==> src/rtl/punc_mem_arbiter.sv <==
// ----------------------------------------------------------------------------
// punc_mem_arbiter
//   Two-requester round-robin arbiter for the single PUnC memory port.
//   Port A is the core (fetch/load/store) and port B is the loader/debug master.
//   Each cycle at most one transaction is granted and registered onto the
//   memory port. A two-stage tag pipeline follows each read through the
//   memory's one-cycle read latency, so the returning data goes back to the
//   port that issued it.
//
// Ports
//   clk                      clock, all state updates on the rising edge
//   rst                      synchronous reset, active low (0 = reset)
//   a_req/a_we/a_addr/a_wdata  core request, held until a_gnt
//   a_gnt                    1-cycle pulse: core request accepted
//   a_rvalid/a_rdata         core read return (a_rdata holds between returns)
//   b_*                      same set for the loader/debug master
//   mem_en/mem_we            memory strobe / write enable
//   mem_addr/mem_wdata       memory address / write data (held while idle)
//   mem_rdata                memory read data, valid 1 cycle after a read strobe
// ----------------------------------------------------------------------------
module punc_mem_arbiter #(
   parameter int unsigned ADDR_W = 16,
   parameter int unsigned DATA_W = 16
) (
   input  logic              clk,
   input  logic              rst,

   input  logic              a_req,
   input  logic              a_we,
   input  logic [ADDR_W-1:0] a_addr,
   input  logic [DATA_W-1:0] a_wdata,
   output logic              a_gnt,
   output logic              a_rvalid,
   output logic [DATA_W-1:0] a_rdata,

   input  logic              b_req,
   input  logic              b_we,
   input  logic [ADDR_W-1:0] b_addr,
   input  logic [DATA_W-1:0] b_wdata,
   output logic              b_gnt,
   output logic              b_rvalid,
   output logic [DATA_W-1:0] b_rdata,

   output logic              mem_en,
   output logic              mem_we,
   output logic [ADDR_W-1:0] mem_addr,
   output logic [DATA_W-1:0] mem_wdata,
   input  logic [DATA_W-1:0] mem_rdata
);

   // Requester identity, used both for round-robin priority and read tags.
   typedef enum logic {
      PORT_A = 1'b0,
      PORT_B = 1'b1
   } port_e;

   // One request as presented by a requester.
   typedef struct packed {
      logic              we;
      logic [ADDR_W-1:0] addr;
      logic [DATA_W-1:0] wdata;
   } req_t;

   // Read tag travelling alongside an outstanding read.
   typedef struct packed {
      logic  valid;
      port_e port;
   } tag_t;

   // Round-robin state: which port won most recently.
   port_e last_grant;
   port_e last_grant_next;

   // Arbitration results for the current edge.
   logic  a_elig;
   logic  b_elig;
   logic  grant_a;
   logic  grant_b;
   logic  any_grant;
   port_e grant_port;
   req_t  a_in;
   req_t  b_in;
   req_t  sel;

   // stage1: read issued in the current mem_en cycle; stage2: read whose
   // data is on mem_rdata this cycle.
   tag_t  tag_s1;
   tag_t  tag_s2;

   assign a_in = '{we: a_we, addr: a_addr, wdata: a_wdata};
   assign b_in = '{we: b_we, addr: b_addr, wdata: b_wdata};

   // Round-robin state register.
   always_ff @(posedge clk) begin
      if (!rst) begin
         last_grant <= PORT_B;
      end else begin
         last_grant <= last_grant_next;
      end
   end

   // Grant decision and next round-robin state.
   always_comb begin
      a_elig          = 1'b0;
      b_elig          = 1'b0;
      grant_a         = 1'b0;
      grant_b         = 1'b0;
      any_grant       = 1'b0;
      grant_port      = PORT_A;
      sel             = a_in;
      last_grant_next = last_grant;

      // A port whose grant is currently visible is still holding the request
      // it just had accepted, so it must not be granted again this edge.
      a_elig = a_req && !a_gnt;
      b_elig = b_req && !b_gnt;

      grant_a   = a_elig && (!b_elig || (last_grant == PORT_B));
      grant_b   = b_elig && !grant_a;
      any_grant = grant_a || grant_b;

      if (grant_b) begin
         grant_port = PORT_B;
         sel        = b_in;
      end

      if (any_grant) begin
         last_grant_next = grant_port;
      end
   end

   // Registered grant, memory command, tag pipeline and read return.
   always_ff @(posedge clk) begin
      if (!rst) begin
         a_gnt     <= 1'b0;
         b_gnt     <= 1'b0;
         mem_en    <= 1'b0;
         mem_we    <= 1'b0;
         mem_addr  <= '0;
         mem_wdata <= '0;
         tag_s1    <= '0;
         tag_s2    <= '0;
         a_rvalid  <= 1'b0;
         b_rvalid  <= 1'b0;
         a_rdata   <= '0;
         b_rdata   <= '0;
      end else begin
         a_gnt  <= grant_a;
         b_gnt  <= grant_b;
         mem_en <= any_grant;
         mem_we <= any_grant && sel.we;

         // Address and write data hold their last values while idle.
         if (any_grant) begin
            mem_addr  <= sel.addr;
            mem_wdata <= sel.wdata;
         end

         tag_s1.valid <= any_grant && !sel.we;
         tag_s1.port  <= grant_port;
         tag_s2       <= tag_s1;

         a_rvalid <= tag_s2.valid && (tag_s2.port == PORT_A);
         b_rvalid <= tag_s2.valid && (tag_s2.port == PORT_B);

         // Read data is captured only for its owner and held until the next return.
         if (tag_s2.valid && (tag_s2.port == PORT_A)) begin
            a_rdata <= mem_rdata;
         end
         if (tag_s2.valid && (tag_s2.port == PORT_B)) begin
            b_rdata <= mem_rdata;
         end
      end
   end

endmodule

==> config.mk <==
export PLATFORM = sky130hd
export DESIGN_NAME = punc_mem_arbiter
export DESIGN_NICKNAME = d
export VERILOG_FILES = /design/src/rtl/punc_mem_arbiter.sv
export SDC_FILE = /design/constraint.sdc
export NUM_CORES = 1
export LEC_CHECK = 0
export BUFFER_PORTS_ARGS = -buffer_cell sky130_fd_sc_hd__buf_2
export CORE_MARGIN = 2
export CORE_UTILIZATION = 40
export CTS_BUF_LIST = sky130_fd_sc_hd__clkbuf_8
export CTS_CLUSTER_SIZE = 24
export DETAILED_ROUTE_END_ITERATION = 12
export HOLD_SLACK_MARGIN = 0.08
export PLACE_DENSITY = 0.75
export SYNTH_ARGS = -nofsm -noshare
export SYNTH_HDL_FRONTEND = slang
export SYNTH_SLANG_ARGS = --single-unit
==> constraint.sdc <==
create_clock -name clk -period 1.3 [get_ports clk]
set_input_delay 0.325 -clock clk [delete_from_list [all_inputs] [get_ports clk]]
set_output_delay 0.325 -clock clk [all_outputs]
set_load 0.1 [all_outputs]
Word-level counts from Yosys, hierarchy flattened
Index checks and enable logic that the tools add are counted.
{"block": "totals", "regBits": 75, "input_bits": 86, "out_inout_bits": 70, "word_cells": 33}
{"block": "op_classes", "mux": 2, "bitwise_logic": 1, "reduce_logical": 15}
{"operator": "2-to-1 mux 33 bit", "count": 1}
{"operator": "logical AND 1 bit", "count": 8}
{"operator": "logical NOT 1 bit", "count": 5}
{"operator": "logical OR 1 bit", "count": 2}
{"operator": "2-to-1 mux 1 bit", "count": 1}
{"operator": "inverter 1 bit", "count": 1}

Longest topological paths before layout
Gate-level depths: netlist of the first run.
{"block": "depth", "word_depth": 10, "mapped_depth": 5, "mapped_depth_nobuf": 3}

Worst setup path after synthesis of the first run
Ideal clock, no wire load.
{"block": "synth_path", "path_kind": "flip-flop to flip-flop", "from": "register b_gnt", "to": "register mem_addr[10]", "setup_time_ps": 65, "arrival_time_ps": 1755, "required_time_ps": 1235, "setup_slack_ps": -519, "stages_incl_launch_ff": 6, "n_path_buf": 2, "period_less_slack_ps": 1819, "path_cell_list": "dfxtp_1 > nand2b_4 > buf_6 > buf_2 > nand4_1 > nand3_1"}
{"block": "synth_between", "elab_chain_cells": 8, "elab_cells_between_ends": 9, "cone_classes": "1 x mux; 8 x reduce/logical"}
{"element": "start: declaration", "line": "40", "rtl": "output logic b_gnt,"}
{"element": "start signal: assignment", "line": "149", "rtl": "b_gnt <= grant_b;"}
{"element": "logical NOT 1 bit (*)", "line": "116", "rtl": "b_elig = b_req && !b_gnt;"}
{"element": "logical AND 1 bit (*)", "line": "116"}
{"element": "logical NOT 1 bit", "line": "118", "rtl": "grant_a = a_elig && (!b_elig || (last_grant == PORT_B));"}
{"element": "logical OR 1 bit", "line": "118"}
{"element": "logical AND 1 bit", "line": "118"}
{"element": "logical NOT 1 bit", "line": "119", "rtl": "grant_b = b_elig && !grant_a;"}
{"element": "logical AND 1 bit", "line": "119"}
{"element": "2-to-1 mux 33 bit or logical OR 1 bit (tied branches)", "line": "122, 120"}
{"element": "end signal: assignment", "line": "155", "rtl": "mem_addr <= sel.addr;"}
{"element": "end: declaration", "line": "46", "rtl": "output logic [ADDR_W-1:0] mem_addr,"}
Mark *: on every way between the ends. The rest lies on a longest branch, timed or not.
A chain may end at the register's enable or synchronous reset.

Worst setup path in the final report of the first run
{"block": "layout_path", "from": "register mem_wdata[10]", "to": "output port mem_wdata[10]"}
{"element": "start: declaration", "line": "47", "rtl": "output logic [DATA_W-1:0] mem_wdata,"}
{"element": "start signal: assignment", "line": "156", "rtl": "mem_wdata <= sel.wdata;"}
No word-level cell between the ends.

==> flow_summary_export.csv, run 1 <==
group,metric,value,unit
status,outcome,"completed",
timing,hold_viol,0,
clock_tree,ctsHoldBuffers,0,
critical_path,cp_slowest_cell,"dfxtp_1",
critical_path,max_stage_delay,0.40,ns
clock_tree,ctsRootBufferMaster,"clkbuf_8",
power_and_ir_drop,p_sw,2.37,mW
grt,grt_overflow,0,
route,dr.pass1.iters,5,
route,viasPerCell,5.64,
power_and_ir_drop,clock_power_share,27.6,%
timing,fin_crit_sh,96.7,%
synth,ys.warnings.count,0,
synth,yosysSeqAreaShare,45.3,%
layout,synthToLayoutAreaGrowth,65.9,%
clock_tree,cts_num_sinks,74,
power_and_ir_drop,ir_drop,805,uV
synth,syn_inst,368,
timing,slew-limit-headroom,75.4,%
power_and_ir_drop,switching_share,36.9,%
layout,num_antenna_cells,0,
synth,synth_seq_cells,74,
route,routedWlPerCell,16.4,um
route,drt_iter0_drc,184,
placement,gp_congestion,0.755,
synth,netlist_area,3270,sq um
placement,dp.cells,597,
power_and_ir_drop,power_density,1180,nW/um^2
synth,ys.flop_type,"dfxtp_1",
layout,final_cell_mix,"84 x buf_2, 81 x buf_12, 65 x nand2_1, 65 x dfxtp_1, 64 x nand4_1",
floorplanning,rows,32,
critical_path,cp.buffers_inverters,1,
critical_path,worstSetupStartpointType,"flop",
flow_run,drv_cap,0,
critical_path,crit_chain,"buf_12",
clock_tree,clockBufferDepth,2,
grt,grt_antenna_before_repair,0,
route,routed-via-count,3450,
min_path,hold_path_class,"in2reg",
critical_path,cp_data_arrival_time,0.93,ns
critical_path,cp_top_family,"flip-flops",
layout,drive_above_1_share,39.8,%
timing,finalSetupViolCount,0,
synth,yosysUniqueCellTypes,23,
grt,grt_pass1_wl,16000,um
layout,layout_commonest_cell,"buf_2",
synth,synth_edf_count,0,
clock_tree,h-tree-depth,3,
grt,track_usage,22.8,%
critical_path,crit_type,"reg2out",
layout,final_cells,612,
layout,fin_util,69.5,%
synth,synth_nets,454,
floorplanning,fp.dieH,94.4,um
power_and_ir_drop,p_leak,2.20,nW
floorplanning,die_area,8910,sq um
timing,worstMarginPinSlew,0.370,ns
timing,setup_tns,0,ns
timing,period_needed,1.26,ns
clock_tree,clk_latency,0.34,ns
grt,grt_pass1_vias,3377,
layout,postLayoutCellArea,5420,sq um
timing,drv_slew,0,
clock_tree,cts_buffers,9,
placement,postPlaceCellArea,5220,sq um
critical_path,critPathCaptureType,"output pin",
critical_path,timing.critical_path.required,0.98,ns
timing,fmax,795,MHz
route,wirelength,10100,um
synth,synthArstFlopShare,0,%
floorplanning,die_w,94.4,um
placement,dpl.hpwl,7470,um
layout,final_nets,591,
critical_path,cp_max_fo,2,
timing,setup_slack,0.0425,ns
floorplanning,ios,156,
floorplanning,core-area,7810,sq um
synth,syn_area_per_cell,8.88,sq um
placement,pre_cts_ws,0.00757,ns
timing,finClkSkew,0.00791,ns
clock_tree,clk_pin_slew,0.08,ns
placement,io_buffer_count,155,
route,ant_nets,0,
power_and_ir_drop,intPower,4.05,mW
grt,grt_max_degree,39,
route,drc_errors,0,
power_and_ir_drop,combPwrFrac,32.9,%
floorplanning,start_util,41.9,%
clock_tree,cts_tree,"built",
power_and_ir_drop,seq_power_share,39.6,%
power_and_ir_drop,finalPower,6.42,mW
timing,hold_slack,0.226,ns
[final cells by class]
class                   instances  area [sq um]
clock buffers                   9           124
clock inverters                 7          70.1
fillers                       552          2380
multi-input cells             246          1500
flip-flops and latches         74          1500
well taps                     102           128
repair buffers                174          2110
[synthesized netlist by cell type (2+ instances only)]
cell type / instances / share of area (%)
dfxtp_1: 74 / 45
nand2_1: 66 / 7.6
nand4_1: 64 / 12
nand3_1: 33 / 5.1
o2111ai_1: 32 / 8.6
buf_2: 23 / 3.5
a21boi_1: 21 / 4.8
a21boi_0: 12 / 2.8
buf_4: 10 / 2.3
buf_6: 8 / 2.8
clkbuf_1: 6 / 0.69
and2_1: 4 / 0.77
and3_1: 3 / 0.57
nand2b_1: 2 / 0.38
nor2b_1: 2 / 0.38
[path summary, 6_finish.rpt]
kind                                    from                    endpoint  slack, ns  depth (start not counted)
hold / removal                 mem_rdata[12]    b_rdata[12]$_SDFFE_PN0P_       0.23                          3
hold reg to reg         tag_s1[1]$_SDFF_PN0_        tag_s2[1]$_SDFF_PN0_       0.45                          1
setup / recovery  mem_wdata[10]$_SDFFE_PN0P_               mem_wdata[10]       0.04                          1
setup reg to reg            b_gnt$_SDFF_PN0_  mem_wdata[13]$_SDFFE_PN0P_       0.04                          4
[cell families after synthesis]
group                  share of synthesized area (%)
AND/OR/NAND/NOR                                 28.0
flip-flops                                      45.3
AO/OA/AOI/OAI                                   17.3
buffers and inverters                           9.38
[power groups by stage]
stage / logic, mW / registers [mW] / clock network (mW)
2_1_floorplan: 0.430 / 3.40 / 0
3_3_place_gp: 2.08 / 2.58 / 0
3_5_place_dp: 2.11 / 2.59 / 0
4_1_cts: 2.11 / 2.54 / 1.80
5_1_grt: 2.19 / 2.56 / 1.91
6_report: 2.11 / 2.54 / 1.77
[per-layer routing]
| metal | track usage [%] | wire, um | vias up | share of wire (%) |
|---|---|---|---|---|
| met5 | 0 | 0 | - | 0 |
| li1 | - | - | 1652 | - |
| met3 | 6.78 | 1060 | 20 | 11 |
| met2 | 38.1 | 5020 | 197 | 50 |
| met4 | 8.82 | 170 | 0 | 1.7 |
| met1 | 27.5 | 3800 | 1581 | 38 |
[what timing repair did]
| item | CTS | global route |
|---|---|---|
| resized for setup | 1 | 9 |
| cloned | 0 | 0 |
| buffers inserted | 0 | 0 |
| endpoints found under the setup margin | 1 | 32 |
[tightest hold or removal path, cell delays in order]
cell and delay (ns):
buf_2 0.10, nand2_1 0.05, a21boi_1 0.05
[registers in the layout, summed over array words and instances, names as in the netlist]
| name | count |
|---|---|
| a_rdata | 16 |
| b_rdata | 16 |
| mem_addr | 16 |
| mem_wdata | 16 |
| tag_s2 | 2 |
| a_gnt | 1 |
| a_rvalid | 1 |
| b_gnt | 1 |
| b_rvalid | 1 |
| last_grant | 1 |
| mem_en | 1 |
| mem_we | 1 |
| tag_s1 | 1 |
Power figures use the tool's default switching activity.
==> run 2, diff against run 1 <==
- ABC_AREA: default -> 1
- clock period: 1.3 -> 1.46 ns (I/O delays scaled with it)
==> run 2 against run 1 <==
Via count down 5.6%. Clock skew up 0.00086 ns. Worst setup slack better by 0.062 ns. Cell area down 18%. Die area down 3.5%. Global-route usage down 3.3 points. Synthesized area down 3.7%. Combinational power down 19%. Hold slack better by 0.036 ns. Non-clock buffer count down 10. Clock power down 3%. Total power down 12%. Critical endpoint is now a_rdata[13]. Largest cell class is now registers. Largest power group unchanged. Highest routed layer unchanged.
==> flow_summary_export.csv, run 2 <==
group,metric,value,unit
critical_path,crit_type,"reg2out",
timing,worstMarginPinSlew,0.548,ns
floorplanning,start_util,41.0,%
timing,period_needed,1.36,ns
timing,fin_crit_sh,92.8,%
route,wirelength,8270,um
critical_path,cp_slowest_cell,"dfxtp_1",
synth,ys.warnings.count,0,
synth,synth_edf_count,0,
placement,dp.cells,694,
grt,track_usage,19.5,%
min_path,hold_path_class,"in2reg",
power_and_ir_drop,intPower,3.53,mW
timing,finClkSkew,0.00878,ns
placement,io_buffer_count,155,
power_and_ir_drop,combPwrFrac,30.2,%
timing,fmax,738,MHz
synth,synth_top_area_share,47.0,%
synth,syn_area_per_cell,6.98,sq um
floorplanning,die_w,92.7,um
power_and_ir_drop,power_density,1280,nW/um^2
clock_tree,ctsHoldBuffers,0,
clock_tree,cts_num_sinks,74,
layout,final_cells,711,
power_and_ir_drop,switching_share,37.8,%
clock_tree,clockBufferDepth,2,
critical_path,timing.critical_path.required,1.10,ns
timing,rsz0062_at_grt,"false",
grt,grt_antenna_before_repair,0,
synth,netlist_area,3150,sq um
layout,fillers,759,
power_and_ir_drop,p_leak,2.50,nW
critical_path,cp_max_fo,2,
timing,hold_slack,0.262,ns
grt,grt_overflow,0,
floorplanning,fp.dieH,92.7,um
layout,num_antenna_cells,0,
floorplanning,ios,156,
power_and_ir_drop,finalPower,5.67,mW
synth,yosysUniqueCellTypes,16,
synth,synth_common_cells,"101 x nand2_1, 74 x dfxtp_1, 70 x inv_1",
route,viasPerCell,4.58,
synth,yosysTopAreaCell,"dfxtp_1",
layout,layout_commonest_cell,"nand2_1",
flow_run,drv_cap,0,
grt,grt_pass1_vias,3053,
placement,pre_cts_ws,-0.156,ns
route,drc_errors,0,
synth,synthXorXnorAreaFrac,0,%
clock_tree,cts_tree,"built",
route,ant_nets,0,
placement,postPlaceCellArea,4030,sq um
power_and_ir_drop,clock_power_share,30.4,%
synth,synth_mux_area_share,0,%
timing,finalSetupViolCount,0,
critical_path,rrSetupSlack,0.10,ns
route,drt_iter0_drc,130,
synth,yosys.area_share.simple,32.5,%
clock_tree,ctsRootBufferMaster,"clkbuf_8",
route,routed-via-count,3257,
synth,synth_seq_cells,74,
layout,drive_above_1_share,32.2,%
critical_path,max_stage_delay,0.35,ns
critical_path,critPathCaptureType,"output pin",
placement,gp_congestion,0.785,
clock_tree,cts_buffers,9,
floorplanning,core-area,7690,sq um
synth,synth-compound-area-share,6.00,%
synth,yosysSeqAreaShare,47.0,%
clock_tree,clk_pin_slew,0.08,ns
clock_tree,h-tree-depth,3,
timing,drv_slew,0,
placement,dpl.hpwl,5780,um
power_and_ir_drop,p_sw,2.14,mW
power_and_ir_drop,seq_power_share,39.4,%
synth,synthArstFlopShare,0,%
layout,final_nets,690,
synth,syn_inst,451,
critical_path,crit_chain,"buf_4",
critical_path,cp.buffers_inverters,1,
synth,synth_nets,537,
timing,setup_slack,0.105,ns
status,outcome,"completed",
clock_tree,clk_latency,0.33,ns
synth,synth.most_common_cell,"nand2_1",
route,routedWlPerCell,11.6,um
floorplanning,rows,32,
critical_path,worstSetupStartpointType,"flop",
critical_path,cp_data_arrival_time,0.99,ns
synth,synth_top_family_by_area,"simple AND/OR/NAND/NOR gates",
synth,synthTopCellsByArea,"dfxtp_1 47%, nand2_1 12%, nand3_1 10%, inv_1 8.3%, nor2_1 8.2%",
timing,slew-limit-headroom,63.3,%
grt,grt_max_degree,36,
layout,final_cell_mix,"101 x nand2_1, 85 x buf_2, 72 x dfxtp_1",
power_and_ir_drop,ir_drop,652,uV
layout,synthToLayoutAreaGrowth,41.0,%
timing,hold_viol,0,
clock_tree,post-cts-setup-buffers,0,
route,dr.pass1.iters,4,
synth,ys.flop_type,"dfxtp_1",
synth,synth_fa_ha_area_share,0,%
critical_path,cp_top_family,"flip-flops",
grt,grt_pass1_wl,13500,um
layout,postLayoutCellArea,4440,sq um
floorplanning,die_area,8600,sq um
-- run 2: kinds of logic after synthesis --
family	count (synthesis)
AND/OR/NAND/NOR	243
buffers and inverters	99
flip-flops	74
AO/OA/AOI/OAI	35
-- run 2: worst paths after layout --
check | end | from | depth (start not counted)
worst min-delay path | a_rdata[13]$_SDFFE_PN0P_ | mem_rdata[13] | 3
worst max register to register | mem_addr[2]$_SDFFE_PN0P_ | a_gnt$_SDFF_PN0_ | 6
worst min register to register | tag_s2[1]$_SDFF_PN0_ | tag_s1[1]$_SDFF_PN0_ | 2
worst max-delay path | a_rdata[13] | a_rdata[13]$_SDFFE_PN0P_ | 1
-- run 2: metrics by stage --
| stage | setup TNS, ns | utilization [%] |
|---|---|---|
| 2_1_floorplan | 0 | - |
| 3_3_place_gp | -4.80 | 52.5 |
| 3_5_place_dp | -4.55 | 52.5 |
| 4_1_cts | 0 | 57.6 |
| 5_1_grt | 0 | 57.8 |
| 6_report | 0 | 57.8 |
-- run 2: final cells by class --
class	instances	area [sq um]	share of cell area, %
Clock buffer	9	124	2.79
Clock inverter	7	93.8	2.11
Inverter	76	290	6.54
Multi-Input combinational cell	279	1230	27.6
Sequential cell	74	1480	33.4
Tap cell	102	128	2.87
Timing Repair Buffer	164	1090	24.6
-- run 2: metal layers --
metal	global-route usage (%)	wire length, um	vias to the layer above
met2	35.8	4190	100
li1	-	-	1676
met4	7.48	127	0
met3	4.07	444	10
met1	22.0	3510	1471
met5	0	0	-
-- run 2: repair_timing --
action	in CTS	in global routing
endpoints found under the setup margin	97	19
pin swaps	1	1
resized for setup	65	5
cloned	1	0
-- run 2: power by group through the flow --
stage	clock, mW	combinational, mW	sequential [mW]
finish	1.72	1.71	2.23
detailed placement	0	1.64	2.27
CTS	1.76	1.72	2.23
floorplan	0	0.376	3.18
global placement	0	1.62	2.27
global route	1.84	1.81	2.25
==> run 3, diff against run 2 <==
- CORE_MARGIN: 2 -> default
==> run 3 against run 2 <==
Via count increased by 0.80%. First-iteration DRC count fell by 11%. Total power fell by 0.39%. Sequential cell count unchanged. Sequential share of layout area is 0.10 points higher. Combinational power hardly changed. Critical path type unchanged. Largest power group unchanged. Highest routed layer unchanged.
==> flow_summary_export.csv, run 3 (synthesis gave the netlist of run 2 again) <==
group,metric,value,unit
status,outcome,"completed",
placement,io_buffer_count,155,
clock_tree,clk_pin_slew,0.08,ns
clock_tree,cts_num_sinks,74,
clock_tree,h-tree-depth,3,
critical_path,cp_slowest_cell,"dfxtp_1",
route,wirelength,8290,um
layout,final_cells,708,
clock_tree,cts_tree,"built",
critical_path,worstSetupStartpointType,"flop",
grt,grt_pass1_vias,3066,
timing,rsz0062_at_grt,"false",
grt,track_usage,20.5,%
layout,final_cell_mix,"101 x nand2_1, 85 x buf_2, 72 x dfxtp_1",
layout,regArea,1480,sq um
clock_tree,post-cts-setup-buffers,0,
floorplanning,core-area,7450,sq um
route,ant_nets,0,
critical_path,critPathCaptureType,"output pin",
timing,fmax,736,MHz
timing,fin_crit_sh,93.0,%
timing,period_needed,1.36,ns
clock_tree,ctsHoldBuffers,0,
flow_run,drv_cap,0,
placement,dpl.hpwl,5780,um
critical_path,cp_max_fo,2,
layout,final_nets,690,
layout,multi_input_area,1230,sq um
route,routed-via-count,3283,
layout,drive_above_1_share,32.3,%
grt,grt_antenna_before_repair,0,
route,viasPerCell,4.64,
timing,finClkSkew,0.00966,ns
floorplanning,die_area,8230,sq um
route,dr.pass1.iters,4,
layout,fillers,723,
layout,layout_commonest_cell,"nand2_1",
route,routedWlPerCell,11.7,um
timing,hold_viol,0,
power_and_ir_drop,finalPower,5.65,mW
clock_tree,cts_buffers,9,
floorplanning,die_w,90.7,um
floorplanning,fp.dieH,90.7,um
clock_tree,clockBufferDepth,2,
critical_path,cp.buffers_inverters,1,
critical_path,cp_data_arrival_time,0.99,ns
placement,dp.cells,691,
layout,fin_util,59.4,%
critical_path,crit_type,"reg2out",
floorplanning,ios,156,
power_and_ir_drop,power_density,1280,nW/um^2
floorplanning,rows,31,
timing,finalSetupViolCount,0,
layout,synthToLayoutAreaGrowth,40.6,%
power_and_ir_drop,p_leak,2.49,nW
grt,grt_pass1_wl,13800,um
power_and_ir_drop,ir_drop,720,uV
clock_tree,ctsRootBufferMaster,"clkbuf_8",
timing,slew-limit-headroom,63.7,%
critical_path,max_stage_delay,0.36,ns
route,drc_errors,0,
grt,grt_overflow,0,
critical_path,crit_chain,"buf_4",
placement,gp_congestion,0.784,
critical_path,timing.critical_path.required,1.10,ns
timing,drv_slew,0,
floorplanning,start_util,42.3,%
clock_tree,clk_latency,0.33,ns
timing,worstMarginPinSlew,0.543,ns
grt,grt_max_degree,35,
critical_path,cp_top_family,"flip-flops",
layout,num_antenna_cells,0,
min_path,hold_path_class,"in2reg",
route,drt_iter0_drc,116,
## run 3: cell count changes in the layout (fill, tap and decap cells not counted), sizes merged
| cell | change |
|---|---|
| buf | -4 |
| clkinvlp | -1 |
| clkinv | +2 |
| clkbuf | +4 |
| inv | -1 |
## run 3: path summary, 6_finish.rpt
check,from,end,slack (ns),depth (start not counted)
worst max-delay path,a_rdata[6]$_SDFFE_PN0P_,a_rdata[6],0.10,1
worst min-delay path,mem_rdata[12],a_rdata[12]$_SDFFE_PN0P_,0.27,3
worst max register to register,a_gnt$_SDFF_PN0_,mem_addr[6]$_SDFFE_PN0P_,0.13,6
worst min register to register,tag_s1[1]$_SDFF_PN0_,tag_s2[1]$_SDFF_PN0_,0.42,2
## run 3: metal layers
| layer | track usage (%) | part of all wire (%) |
|---|---|---|
| met5 | 0 | 0 |
| met4 | 8.33 | 1.4 |
| met3 | 4.12 | 5.2 |
| met2 | 35.2 | 50 |
| met1 | 24.9 | 43 |
## run 3: what timing repair did
item                       in CTS  in global routing
resized for setup              61                 10
pin swaps                       1                  1
cloned                          1                  0
setup endpoints to repair      93                 35
## run 3: per-stage QoR
| stage | cell area (sq um) | hold slack [ns] | setup TNS, ns | setup slack (ns) |
|---|---|---|---|---|
| 2_1_floorplan | 3150 | 0.390 | 0 | 0.0347 |
| 3_3_place_gp | 4020 | 0.401 | -4.45 | -0.156 |
| 6_report | 4430 | 0.269 | 0 | 0.102 |
| 5_1_grt | 4430 | 0.266 | 0 | 0.000984 |
| 4_1_cts | 4400 | 0.253 | 0 | 0.000645 |
| 3_5_place_dp | 4020 | 0.409 | -6.44 | -0.206 |
## run 3: layout make-up
class                      instances  share of cell area [%]
tap                               99                    2.80
timing repair buffer             164                    24.5
clock inverter                     7                    2.09
clock buffer                       9                    2.80
sequential                        74                    33.5
multi-input combinational        279                    27.7
inverter                          76                    6.56
## run 3: report_power, final
part / total, mW / internal [mW] / switching [mW]
Clock: 1.71 / 0.962 / 0.746
Combinational: 1.71 / 0.404 / 1.30
Sequential: 2.23 / 2.15 / 0.0781
Total: 5.65 / 3.52 / 2.13
